File: config.mk
export PLATFORM = sky130hd
export DESIGN_NAME = mc_controller_flat
export DESIGN_NICKNAME = d
export VERILOG_FILES = /design/src/rtl/mc_ctrl_pkg.sv /design/src/rtl/mc_ctrl_if.sv /design/src/rtl/mc_ctrl_outdec.sv /design/src/rtl/mc_controller.sv /design/src/flat_wrapper.sv
export SDC_FILE = /design/constraint.sdc
export NUM_CORES = 1
export LEC_CHECK = 0
export BUFFER_PORTS_ARGS = -buffer_cell sky130_fd_sc_hd__buf_2
export CORE_AREA = 2 2 69 65
export CTS_CLUSTER_DIAMETER = 150
export DETAILED_ROUTE_END_ITERATION = 10
export DIE_AREA = 0 0 71 67
export GPL_TIMING_DRIVEN = 0
export SLEW_MARGIN = 20
export SYNTH_ARGS = -nofsm -noshare
export SYNTH_HDL_FRONTEND = slang
export SYNTH_SLANG_ARGS = --single-unit
File: constraint.sdc
create_clock -name clk -period 4.85 [get_ports clk]
set_input_delay 0.97 -clock clk [delete_from_list [all_inputs] [get_ports clk]]
set_output_delay 0.97 -clock clk [all_outputs]
set_load 0.02 [all_outputs]
File: src/rtl/mc_ctrl_pkg.sv
// Shared definitions for the multi-cycle controller: opcodes, FSM states,
// datapath mux/ALU encodings and the control vector.
package mc_ctrl_pkg;

    localparam logic [5:0] OP_RTYPE = 6'b000000;
    localparam logic [5:0] OP_LW    = 6'b000001;
    localparam logic [5:0] OP_SW    = 6'b000010;
    localparam logic [5:0] OP_ADDI  = 6'b000011;
    localparam logic [5:0] OP_SLTI  = 6'b000100;
    localparam logic [5:0] OP_J     = 6'b000101;
    localparam logic [5:0] OP_JAL   = 6'b000110;
    localparam logic [5:0] OP_JR    = 6'b000111;
    localparam logic [5:0] OP_BEQ   = 6'b001000;

    typedef enum logic [3:0] {
        ST_RST, ST_FETCH, ST_DECODE, ST_EXEC_R, ST_R_WB,
        ST_MEM_ADDR, ST_MEM_RD, ST_MEM_WB, ST_MEM_WR,
        ST_EXEC_I, ST_I_WB, ST_BRANCH, ST_JUMP, ST_JAL, ST_JR, ST_TRAP
    } state_t;

    typedef enum logic [1:0] {ALU_FUNCT = 2'b00, ALU_ADD = 2'b01, ALU_SUB = 2'b10, ALU_SLT = 2'b11} alu_op_t;
    typedef enum logic [1:0] {SRCB_B = 2'b00, SRCB_4 = 2'b01, SRCB_IMM = 2'b10, SRCB_IMM_SH = 2'b11} alu_src_b_t;
    typedef enum logic [1:0] {PC_ALU = 2'b00, PC_ALUOUT = 2'b01, PC_JUMP = 2'b10, PC_RS = 2'b11} pc_src_t;
    typedef enum logic [1:0] {DST_RT = 2'b00, DST_RD = 2'b01, DST_R31 = 2'b10} reg_dst_t;
    typedef enum logic [1:0] {M2R_ALUOUT = 2'b00, M2R_MDR = 2'b01, M2R_PC = 2'b10} mem_to_reg_t;

    typedef struct packed {
        logic        mem_read;
        logic        mem_write;
        logic        ior;
        logic        ir_write;
        logic        pc_write;
        logic        pc_write_cond;
        pc_src_t     pc_src;
        logic        alu_src_a;
        alu_src_b_t  alu_src_b;
        alu_op_t     alu_op;
        logic        reg_write;
        reg_dst_t    reg_dst;
        mem_to_reg_t mem_to_reg;
        logic        instr_done;
    } ctrl_t;

    function automatic logic op_legal(input logic [5:0] op);
        return op <= OP_BEQ;
    endfunction

endpackage

File: src/rtl/mc_ctrl_if.sv
// Unified memory port handshake between the controller and instruction/data memory.
interface mc_ctrl_if;
    logic mem_read;
    logic mem_write;
    logic ior;
    logic mem_ready;

    modport master (output mem_read, mem_write, ior, input mem_ready);
    modport slave  (input mem_read, mem_write, ior, output mem_ready);
endinterface

File: src/rtl/mc_ctrl_outdec.sv
// Moore output decode: state (plus latched opcode and mem_ready) to control vector.
// illegal_op output exists only with MC_CTRL_ILLEGAL_TRAP_EN.
module mc_ctrl_outdec
    import mc_ctrl_pkg::*;
(
    input  state_t      state,
    input  logic [5:0]  op_q,
    input  logic        mem_ready,
    input  logic        nop,
    output ctrl_t       ctrl
`ifdef MC_CTRL_ILLEGAL_TRAP_EN
    ,
    output logic        illegal_op
`endif
);

    always_comb begin
        ctrl = '0;
        case (state)
            ST_FETCH: begin
                ctrl.mem_read  = 1'b1;
                ctrl.alu_src_b = SRCB_4;
                ctrl.alu_op    = ALU_ADD;
                if (mem_ready) begin
                    ctrl.ir_write = 1'b1;
                    ctrl.pc_write = 1'b1;
                    ctrl.pc_src   = PC_ALU;
                end
            end
            ST_DECODE: begin
                // Speculative branch target into ALUOut; undefined opcodes retire here as NOPs.
                ctrl.alu_src_b  = SRCB_IMM_SH;
                ctrl.alu_op     = ALU_ADD;
                ctrl.instr_done = nop;
            end
            ST_EXEC_R: begin
                ctrl.alu_src_a = 1'b1;
                ctrl.alu_src_b = SRCB_B;
                ctrl.alu_op    = ALU_FUNCT;
            end
            ST_R_WB: begin
                ctrl.reg_write  = 1'b1;
                ctrl.reg_dst    = DST_RD;
                ctrl.mem_to_reg = M2R_ALUOUT;
                ctrl.instr_done = 1'b1;
            end
            ST_MEM_ADDR: begin
                ctrl.alu_src_a = 1'b1;
                ctrl.alu_src_b = SRCB_IMM;
                ctrl.alu_op    = ALU_ADD;
            end
            ST_MEM_RD: begin
                ctrl.mem_read = 1'b1;
                ctrl.ior      = 1'b1;
            end
            ST_MEM_WB: begin
                ctrl.reg_write  = 1'b1;
                ctrl.reg_dst    = DST_RT;
                ctrl.mem_to_reg = M2R_MDR;
                ctrl.instr_done = 1'b1;
            end
            ST_MEM_WR: begin
                ctrl.mem_write  = 1'b1;
                ctrl.ior        = 1'b1;
                ctrl.instr_done = mem_ready;
            end
            ST_EXEC_I: begin
                ctrl.alu_src_a = 1'b1;
                ctrl.alu_src_b = SRCB_IMM;
                ctrl.alu_op    = (op_q == OP_SLTI) ? ALU_SLT : ALU_ADD;
            end
            ST_I_WB: begin
                ctrl.reg_write  = 1'b1;
                ctrl.reg_dst    = DST_RT;
                ctrl.mem_to_reg = M2R_ALUOUT;
                ctrl.instr_done = 1'b1;
            end
            ST_BRANCH: begin
                ctrl.alu_src_a     = 1'b1;
                ctrl.alu_src_b     = SRCB_B;
                ctrl.alu_op        = ALU_SUB;
                ctrl.pc_write_cond = 1'b1;
                ctrl.pc_src        = PC_ALUOUT;
                ctrl.instr_done    = 1'b1;
            end
            ST_JUMP: begin
                ctrl.pc_write   = 1'b1;
                ctrl.pc_src     = PC_JUMP;
                ctrl.instr_done = 1'b1;
            end
            ST_JAL: begin
                // PC already holds PC+4, which becomes the link value.
                ctrl.pc_write   = 1'b1;
                ctrl.pc_src     = PC_JUMP;
                ctrl.reg_write  = 1'b1;
                ctrl.reg_dst    = DST_R31;
                ctrl.mem_to_reg = M2R_PC;
                ctrl.instr_done = 1'b1;
            end
            ST_JR: begin
                ctrl.pc_write   = 1'b1;
                ctrl.pc_src     = PC_RS;
                ctrl.instr_done = 1'b1;
            end
            default: ctrl = '0;
        endcase
    end

`ifdef MC_CTRL_ILLEGAL_TRAP_EN
    assign illegal_op = (state == ST_TRAP);
`endif

endmodule

File: src/rtl/mc_controller.sv
// Multi-cycle processor control FSM with variable-latency memory handshake.
// Optional MC_CTRL_ILLEGAL_TRAP_EN: undefined opcodes lock into TRAP until reset.
module mc_controller
    import mc_ctrl_pkg::*;
(
    input  logic        clk,
    input  logic        rst_n,
    input  logic [5:0]  opcode,
    input  logic        zero,
    mc_ctrl_if.master   mem,
    output logic        ir_write,
    output logic        pc_write,
    output logic        pc_write_cond,
    output logic [1:0]  pc_src,
    output logic        alu_src_a,
    output logic [1:0]  alu_src_b,
    output logic [1:0]  alu_op,
    output logic        reg_write,
    output logic [1:0]  reg_dst,
    output logic [1:0]  mem_to_reg,
    output logic        instr_done
`ifdef MC_CTRL_ILLEGAL_TRAP_EN
    ,
    output logic        illegal_op
`endif
);

    state_t     state;
    logic [5:0] op_q;
    logic       nop;
    ctrl_t      ctrl;

    // The branch condition is applied in the datapath through pc_write_cond.
    logic unused_zero;
    assign unused_zero = zero;

`ifdef MC_CTRL_ILLEGAL_TRAP_EN
    assign nop = 1'b0;
`else
    assign nop = !op_legal(opcode);
`endif

    always_ff @(posedge clk or negedge rst_n) begin
        if (!rst_n) begin
            state <= ST_RST;
            op_q  <= '0;
        end else begin
            case (state)
                ST_RST:   state <= ST_FETCH;
                ST_FETCH: if (mem.mem_ready) state <= ST_DECODE;
                ST_DECODE: begin
                    op_q <= opcode;
                    case (opcode)
                        OP_RTYPE:        state <= ST_EXEC_R;
                        OP_LW, OP_SW:    state <= ST_MEM_ADDR;
                        OP_ADDI, OP_SLTI: state <= ST_EXEC_I;
                        OP_BEQ:          state <= ST_BRANCH;
                        OP_J:            state <= ST_JUMP;
                        OP_JAL:          state <= ST_JAL;
                        OP_JR:           state <= ST_JR;
`ifdef MC_CTRL_ILLEGAL_TRAP_EN
                        default:         state <= ST_TRAP;
`else
                        default:         state <= ST_FETCH;
`endif
                    endcase
                end
                ST_EXEC_R:   state <= ST_R_WB;
                ST_MEM_ADDR: state <= (op_q == OP_LW) ? ST_MEM_RD : ST_MEM_WR;
                ST_MEM_RD:   if (mem.mem_ready) state <= ST_MEM_WB;
                ST_MEM_WR:   if (mem.mem_ready) state <= ST_FETCH;
                ST_EXEC_I:   state <= ST_I_WB;
                ST_TRAP:     state <= ST_TRAP;
                default:     state <= ST_FETCH;
            endcase
        end
    end

    mc_ctrl_outdec u_outdec (
        .state      (state),
        .op_q       (op_q),
        .mem_ready  (mem.mem_ready),
        .nop        (nop),
        .ctrl       (ctrl)
`ifdef MC_CTRL_ILLEGAL_TRAP_EN
        ,
        .illegal_op (illegal_op)
`endif
    );

    assign mem.mem_read  = ctrl.mem_read;
    assign mem.mem_write = ctrl.mem_write;
    assign mem.ior       = ctrl.ior;
    assign ir_write      = ctrl.ir_write;
    assign pc_write      = ctrl.pc_write;
    assign pc_write_cond = ctrl.pc_write_cond;
    assign pc_src        = ctrl.pc_src;
    assign alu_src_a     = ctrl.alu_src_a;
    assign alu_src_b     = ctrl.alu_src_b;
    assign alu_op        = ctrl.alu_op;
    assign reg_write     = ctrl.reg_write;
    assign reg_dst       = ctrl.reg_dst;
    assign mem_to_reg    = ctrl.mem_to_reg;
    assign instr_done    = ctrl.instr_done;

endmodule
File: src/flat_wrapper.sv
// flat-port wrapper written by rule: the top's interface ports become plain ports
module mc_controller_flat import mc_ctrl_pkg::*;
  (clk, rst_n, opcode, zero, ir_write, pc_write, pc_write_cond, pc_src, alu_src_a, alu_src_b, alu_op, reg_write, reg_dst, mem_to_reg, instr_done, mem_mem_read, mem_mem_write, mem_ior, mem_mem_ready);
  mc_ctrl_if mem_i ();
  input  logic clk;
  input  logic rst_n;
  input  logic [5:0] opcode;
  input  logic zero;
  output logic ir_write;
  output logic pc_write;
  output logic pc_write_cond;
  output logic [1:0] pc_src;
  output logic alu_src_a;
  output logic [1:0] alu_src_b;
  output logic [1:0] alu_op;
  output logic reg_write;
  output logic [1:0] reg_dst;
  output logic [1:0] mem_to_reg;
  output logic instr_done;
  output wire logic [$bits(mem_i.mem_read)-1:0] mem_mem_read;
  output wire logic [$bits(mem_i.mem_write)-1:0] mem_mem_write;
  output wire logic [$bits(mem_i.ior)-1:0] mem_ior;
  input wire logic [$bits(mem_i.mem_ready)-1:0] mem_mem_ready;
  assign mem_mem_read = mem_i.mem_read;
  assign mem_mem_write = mem_i.mem_write;
  assign mem_ior = mem_i.ior;
  assign mem_i.mem_ready = mem_mem_ready;
  mc_controller u_core (.clk(clk), .rst_n(rst_n), .opcode(opcode), .zero(zero), .mem(mem_i), .ir_write(ir_write), .pc_write(pc_write), .pc_write_cond(pc_write_cond), .pc_src(pc_src), .alu_src_a(alu_src_a), .alu_src_b(alu_src_b), .alu_op(alu_op), .reg_write(reg_write), .reg_dst(reg_dst), .mem_to_reg(mem_to_reg), .instr_done(instr_done));
endmodule
==> results of run 1 <==
sequential cells by signal, indices dropped and copies added, names as in the netlist:
register      cells
u_core.op_q       6
u_core.state      4
cell families after synthesis:
group,count (synthesis)
adder cells (fa/ha/maj),3
buffers and inverters,16
flip-flops,10
AND/OR/NAND/NOR,67
AO/OA/AOI/OAI,33
XOR/XNOR,4
through the flow:
stage | hold slack, ns | setup slack [ns]
2_1_floorplan | 0.450 | 1.85
3_3_place_gp | 0.466 | 1.61
3_5_place_dp | 0.470 | 1.62
4_1_cts | 0.480 | 1.62
5_1_grt | 0.508 | 1.57
6_report | 0.476 | 1.63
cells in the final DEF, fill, tap and decap left out, types with 3 or more instances in the layout:
cell	instances
nand2_1	19
ha_1	3
buf_2	29
dfrtp_1	10
nand2b_1	4
nor3_1	11
a21oi_1	10
nor2b_1	6
nor2_1	10
o21ai_0	10
or3_1	3
inv_1	6
clkbuf_8	3
clkbuf_1	7
nor4_1	3
xnor2_1	3
power by group through the flow:
stage / Combinational, mW / Clock, mW / Sequential (mW)
6_report: 0.464 / 0.0851 / 0.162
5_1_grt: 0.516 / 0.0884 / 0.170
4_1_cts: 0.466 / 0.0853 / 0.160
3_5_place_dp: 0.464 / 0 / 0.160
3_3_place_gp: 0.463 / 0 / 0.160
2_1_floorplan: 0.348 / 0 / 0.150
layer usage:
layer | share of wire | wire [um]
met2 | 0.49 | 1290
met1 | 0.48 | 1270
met3 | 0.025 | 67
met4 | 0.0079 | 21
met5 | 0 | 0
worst paths after layout:
| path | to | depth (start not counted) |
|---|---|---|
| worst max-delay path | instr_done | 8 |
| min in group asynchronous | u_core.op_q[4]$_DFFE_PN0P_ | 1 |
| worst min-delay path | u_core.op_q[0]$_DFFE_PN0P_ | 2 |
| max in group asynchronous | u_core.state[3]$_DFFE_PN0P_ | 1 |
| worst min register to register | u_core.op_q[0]$_DFFE_PN0P_ | 2 |
| worst max register to register | u_core.state[3]$_DFFE_PN0P_ | 4 |
final cells by class:
class,count,area share
flip-flops and latches,10,0.207
clock buffers,3,0.0341
inverters,6,0.0186
repair buffers,27,0.112
well taps,48,0.0496
multi-input cells,107,0.543
plain buffers,10,0.0362
critical path: cells and delay by family:
family,cells,cell delay [ns]
buf+inv,3,0.38
compound gates,3,0.62
fa+ha+maj,1,0.16
simple gates,1,0.11
==> results.sh, run 1 <==
export IMPL_outcome="finished, final reports clean"
export IMPL_initial_utilization=0.244
export IMPL_gr_usage_met1=0.157
export IMPL_hold_viol_final=0
export IMPL_path_clk_slew_ns=0.05
export IMPL_critPathKind="in2out"
export IMPL_min_from="u_core.op_q[0]$_DFFE_PN0P_"
export IMPL_tns_ns=0
export IMPL_synth_warnings=0
export IMPL_grt_max_degree=11
export IMPL_cts_tree="done"
export IMPL_p_leak_nw=0.567
export IMPL_r2r_slack_ns=3.10
export IMPL_max_freq_ghz=0.311
export IMPL_cp_start_kind="input pin"
export IMPL_fin_crit_sh=0.663
export IMPL_io_pins=29
export IMPL_use_met3=0.00756
export IMPL_synth_simple_area_share=0.365
export IMPL_postLayoutCoreUtil=0.303
export IMPL_clkPwrFrac=0.120
export IMPL_cts_htree_levels=1
export IMPL_use_met2=0.202
export IMPL_top_usage_layer="met2"
export IMPL_p_per_area_nw_per_um2=588
export IMPL_fin_cells=211
export IMPL_rsz0062_at_grt="false"
export IMPL_ys_top_cells_by_count="19 x nand2_1, 11 x nor3_1"
export IMPL_place_congestion=0.836
export IMPL_synth_top_cell_by_area="dfrtp_1"
export IMPL_synth_edff_count=0
export IMPL_ctsResizeCount=0
export IMPL_drive_gt1_frac=0.245
export IMPL_core_area_um2=3990
export IMPL_drv_cap=0
export IMPL_switching_share=0.511
export IMPL_netlist_area_um2=973
export IMPL_nets=178
export IMPL_syn_to_final_growth_pct=24.3
export IMPL_yosysSeqAreaShare=0.257
export IMPL_die_h_um=67
export IMPL_peakVddDrop_mv=0.132
export IMPL_muxShareOfSynthArea=0
export IMPL_synth_ff_type="dfrtp_1"
export IMPL_fin_skew_ns=0.000340
export IMPL_r2r_start="u_core.op_q[1]$_DFFE_PN0P_"
export IMPL_crit_top_cell="buf_2"
export IMPL_drt_wl_total_mm=2.64
export IMPL_synth_xor_area_share=0.0360
export IMPL_dpl_instance_area_um2=1170
export IMPL_overflow=0
export IMPL_timing_slew_headroom=0.612
export IMPL_placed_cells=208
export IMPL_num_fill_cells=426
export IMPL_final_cell_area_um2=1210
export IMPL_io_buffers=27
export IMPL_dieWidth_um=71
export IMPL_vias=1060
export IMPL_slew_violations=0
export IMPL_grt_total_usage=0.116
export IMPL_synthDominantCellAreaShare=0.257
export IMPL_cp_max_fo=3
export IMPL_timing_final_crit_period_ns=3.22
export IMPL_n_antenna_cell=0
export IMPL_post_cts_buffers=0
export IMPL_hp_class="reg2reg"
export IMPL_dp_hpwl_mm=2.03
export IMPL_worst_slew_pin_slew_ns=0.578
export IMPL_cts_sinks=10
export IMPL_setup_viol_count_final=0
export IMPL_drt_drc_violations_left=0
export IMPL_antenna_found_initial=0
export IMPL_slowest_delay_ns=0.30
export IMPL_synth_area_per_cell_um2=7.32
export IMPL_synth_most_common_cell="nand2_1"
export IMPL_synth_compound_area_frac=0.235
export IMPL_pwr_share_seq=0.227
export IMPL_cts_buffer_depth=2
export IMPL_path_cells="buf_2, inv_1, ha_1, nand2b_1, a21boi_0, o21ai_0, a211o_1, buf_2"
export IMPL_dr_pass1_iters=4
export IMPL_ys_seq_elements=10
export IMPL_slowest_stage="a211o_1"
export IMPL_cts_root_buf="clkbuf_8"
export IMPL_routedWlPerCell_um=12.5
export IMPL_crit_required_ns=3.88
export IMPL_die_area_um2=4760
export IMPL_syn_nets=146
export IMPL_multiInputGateArea_um2=657
export IMPL_seqCellArea_um2=250
export IMPL_antenna_left=0
export IMPL_combPwrFrac=0.653
export IMPL_synth_top_family_by_area="simple AND/OR/NAND/NOR gates"
export IMPL_postSynthCellCount=133
export IMPL_clk_latency_ns=0.23
export IMPL_drt_iter0_markers=42
export IMPL_synthAdderAreaFrac=0.0386
export IMPL_grt_pass1_vias=958
export IMPL_cts_made_buffers=3
export IMPL_crit_start="opcode[0]"
export IMPL_netSwitchingPower_mw=0.363
export IMPL_p_int_mw=0.348
export IMPL_hold_buffers=0
export IMPL_vias_per_cell=5.02
export IMPL_fp_row_count=22
export IMPL_synthArstFlopShare=1.00
export IMPL_end_kind="output pin"
export IMPL_arrival_ns=2.25
export IMPL_synth_cell_types=38
export IMPL_finalPower_mw=0.711
export IMPL_synthTopCellsByArea="dfrtp_1 26%, nand2_1 7.3%, nor3_1 5.7%, a21oi_1 5.1%, o21ai_0 5.1%"
export IMPL_grt_pass1_wl_mm=4.53
No activity file was read; power rests on OpenSTA's default activity.
==> run 2: changes to the inputs <==
--- a/config.mk
+++ b/config.mk
@@ -5,11 +5,12 @@
 export SDC_FILE = /design/constraint.sdc
 export NUM_CORES = 1
 export LEC_CHECK = 0
+export ABC_AREA = 1
 export BUFFER_PORTS_ARGS = -buffer_cell sky130_fd_sc_hd__buf_2
-export CORE_AREA = 2 2 69 65
+export CORE_AREA = 2 2 64 60
 export CTS_CLUSTER_DIAMETER = 150
 export DETAILED_ROUTE_END_ITERATION = 10
-export DIE_AREA = 0 0 71 67
+export DIE_AREA = 0 0 66 62
 export GPL_TIMING_DRIVEN = 0
 export SLEW_MARGIN = 20
 export SYNTH_ARGS = -nofsm -noshare
==> constraint.sdc (replaced) <==
create_clock -name clk -period 2.9 [get_ports clk]
set_input_delay 0.58 -clock clk [delete_from_list [all_inputs] [get_ports clk]]
set_output_delay 0.58 -clock clk [all_outputs]
set_load 0.02 [all_outputs]
==> run 2 against run 1 <==
Global-route usage is 1.3 points lower; power is 54% lower; sequential cell count unchanged.
==> results.sh, run 2 <==
export IMPL_cts_tree="done"
export IMPL_worst_slew_pin_slew_ns=0.261
export IMPL_reg_largest_list="u_core.op_q: 6 flops, u_core.state: 4 flops"
export IMPL_overflow=0
export IMPL_arrival_ns=1.55
export IMPL_grt_total_usage=0.103
export IMPL_drt_drc_violations_left=0
export IMPL_dr_pass1_iters=4
export IMPL_num_fill_cells=424
export IMPL_drive_gt1_frac=0.256
export IMPL_fin_crit_sh=0.733
export IMPL_timing_slew_headroom=0.824
export IMPL_synth_edff_count=0
export IMPL_netSwitchingPower_mw=0.0629
export IMPL_max_freq_ghz=0.470
export IMPL_vias=883
export IMPL_cp_start_kind="input pin"
export IMPL_crit_required_ns=2.32
export IMPL_io_buffers=27
export IMPL_synth_cell_types=18
export IMPL_syn_to_final_growth_pct=30.4
export IMPL_synth_most_common_cell="nand2_1"
export IMPL_p_per_area_nw_per_um2=310
export IMPL_hold_viol_final=0
export IMPL_post_cts_buffers=0
export IMPL_pwr_share_seq=0.425
export IMPL_synthArstFlopShare=1.00
export IMPL_critPathKind="in2out"
export IMPL_n_antenna_cell=0
export IMPL_finalPower_mw=0.329
export IMPL_final_common_cell="nand2_1"
export IMPL_regMostFlops="u_core.op_q"
export IMPL_tns_ns=0
export IMPL_slew_violations=0
export IMPL_drt_iter0_markers=9
export IMPL_clkPwrFrac=0.511
export IMPL_fin_skew_ns=0.000960
export IMPL_grt_max_degree=11
export IMPL_core_area_um2=3520
export IMPL_rsz0062_at_grt="false"
export IMPL_synthTopCellsByArea="dfrtp_1 31%, nand2_1 17%, nor2_1 9.2%, inv_1 8.8%, o21ai_0 8.0%"
export IMPL_cts_buffer_depth=2
export IMPL_synth_warnings=0
export IMPL_hp_class="in2async"
export IMPL_drt_wl_total_mm=2.00
export IMPL_fin_hold_ws_ns=0.204
export IMPL_end_kind="output pin"
export IMPL_initial_utilization=0.231
export IMPL_p_int_mw=0.266
export IMPL_pre_cts_ws_ns=0.761
export IMPL_path_clk_slew_ns=0.05
export IMPL_die_area_um2=4090
export IMPL_cts_made_buffers=3
export IMPL_netlist_area_um2=815
export IMPL_nets=178
export IMPL_place_congestion=0.846
export IMPL_finalWorstSetupSlack_ns=0.773
export IMPL_most_common_layout_cells="37 x nand2_1, 27 x buf_2, 20 x nor2_1, 19 x inv_1, 13 x o21ai_0"
export IMPL_ctsResizeCount=0
export IMPL_dieWidth_um=66
export IMPL_p_leak_nw=0.641
export IMPL_outcome="finished, final reports clean"
export IMPL_cts_root_buf="clkbuf_8"
export IMPL_peakVddDrop_mv=0.133
export IMPL_switching_share=0.191
export IMPL_crit_top_cell="buf_2"
export IMPL_setup_viol_count_final=0
export IMPL_ys_top_cells_by_count="37 x nand2_1, 20 x nor2_1, 19 x inv_1, 13 x o21ai_0, 12 x nand3_1"
export IMPL_vias_per_cell=4.20
export IMPL_cts_htree_levels=1
export IMPL_yosysSeqAreaShare=0.307
export IMPL_slowest_stage="ha_1"
export IMPL_antenna_left=0
export IMPL_io_pins=29
export IMPL_synth_area_per_cell_um2=6.12
export IMPL_antenna_found_initial=0
export IMPL_synth_top_cell_by_area="dfrtp_1"
export IMPL_routedWlPerCell_um=9.54
export IMPL_clk_latency_ns=0.23
export IMPL_cts_sinks=10
export IMPL_path_cells="buf_2, inv_1, ha_1, a21oi_1, o21ai_0, nand3_1, buf_2"
export IMPL_fin_cells=210
export IMPL_syn_nets=146
export IMPL_slowest_delay_ns=0.20
export IMPL_grt_pass1_wl_mm=3.19
export IMPL_fp_row_count=21
export IMPL_die_h_um=62
export IMPL_hold_buffers=0
export IMPL_postSynthCellCount=133
export IMPL_grt_pass1_vias=737
export IMPL_largest_register_ffs=6
export IMPL_timing_final_crit_period_ns=2.13
export IMPL_combPwrFrac=0.064
export IMPL_cp_max_fo=4
export IMPL_drv_cap=0
export IMPL_placed_cells=206
export IMPL_ys_seq_elements=10
export IMPL_synthDominantCellAreaShare=0.307
export IMPL_synth_ff_type="dfrtp_1"
export IMPL_dp_hpwl_mm=1.73
-- run 2: cell type report --
cell class / instances / area, um^2 / share of cell area
multi-input cells: 100 / 474 / 0.446
flip-flops and latches: 10 / 250 / 0.236
repair buffers: 27 / 135 / 0.127
inverters: 22 / 82.6 / 0.0777
well taps: 46 / 57.6 / 0.0542
clock buffers: 4 / 55.1 / 0.0518
plain buffers: 1 / 7.51 / 0.00707
-- run 2: path summary, 6_finish.rpt --
path	from	endpoint	slack, ns	depth (start not counted)
worst max-delay path	opcode[0]	instr_done	0.77	7
worst min-delay path	rst_n	u_core.op_q[1]$_DFFE_PN0P_	0.20	1
worst max register to register	u_core.state[0]$_DFFE_PN0P_	u_core.op_q[1]$_DFFE_PN0P_	1.67	6
worst min register to register	u_core.op_q[4]$_DFFE_PN0P_	u_core.op_q[4]$_DFFE_PN0P_	0.48	2
max in group asynchronous	rst_n	u_core.op_q[0]$_DFFE_PN0P_	2.50	1
min in group clk	u_core.op_q[4]$_DFFE_PN0P_	u_core.op_q[4]$_DFFE_PN0P_	0.48	2
-- run 2: metal layers --
metal  up-vias  global-route usage  wire length [um]
met2        11               0.170               981
met5         -                   0                 0
met4         0              0.0525                27
li1        477                   -                 -
met3         2              0.0108                34
met1       393               0.137               960
-- run 2: through the flow --
step           area [um^2]  utilization
6_report              1060        0.302
5_1_grt               1060        0.302
4_1_cts               1060        0.302
3_5_place_dp          1010        0.286
3_3_place_gp          1010        0.286
2_1_floorplan          815            -
-- run 2: worst max-delay path: cells and delay by family --
kind | cells | cell delay, ns
compound gates | 2 | 0.31
buf+inv | 3 | 0.34
simple gates | 1 | 0.11
fa+ha+maj | 1 | 0.20
-- run 2: logic make-up (layout without fill, tap and decap cells) --
family / count (synthesis) / count (layout) / synth area share
AOI/OAI and AO/OA: 18 / 18 / 0.120
buffers and inverters: 23 / 54 / 0.111
DFF: 10 / 10 / 0.307
adders and majority gates: 3 / 3 / 0.0461
and+or+nand+nor: 79 / 79 / 0.416
-- run 2: power by group through the flow --
stage          registers [mW]  logic (mW)  clock network (mW)
6_report                0.140      0.0210               0.168
5_1_grt                 0.140      0.0248               0.178
4_1_cts                 0.140      0.0216               0.172
3_5_place_dp            0.142      0.0215                   0
3_3_place_gp            0.142      0.0215                   0
2_1_floorplan           0.142     0.00997                   0
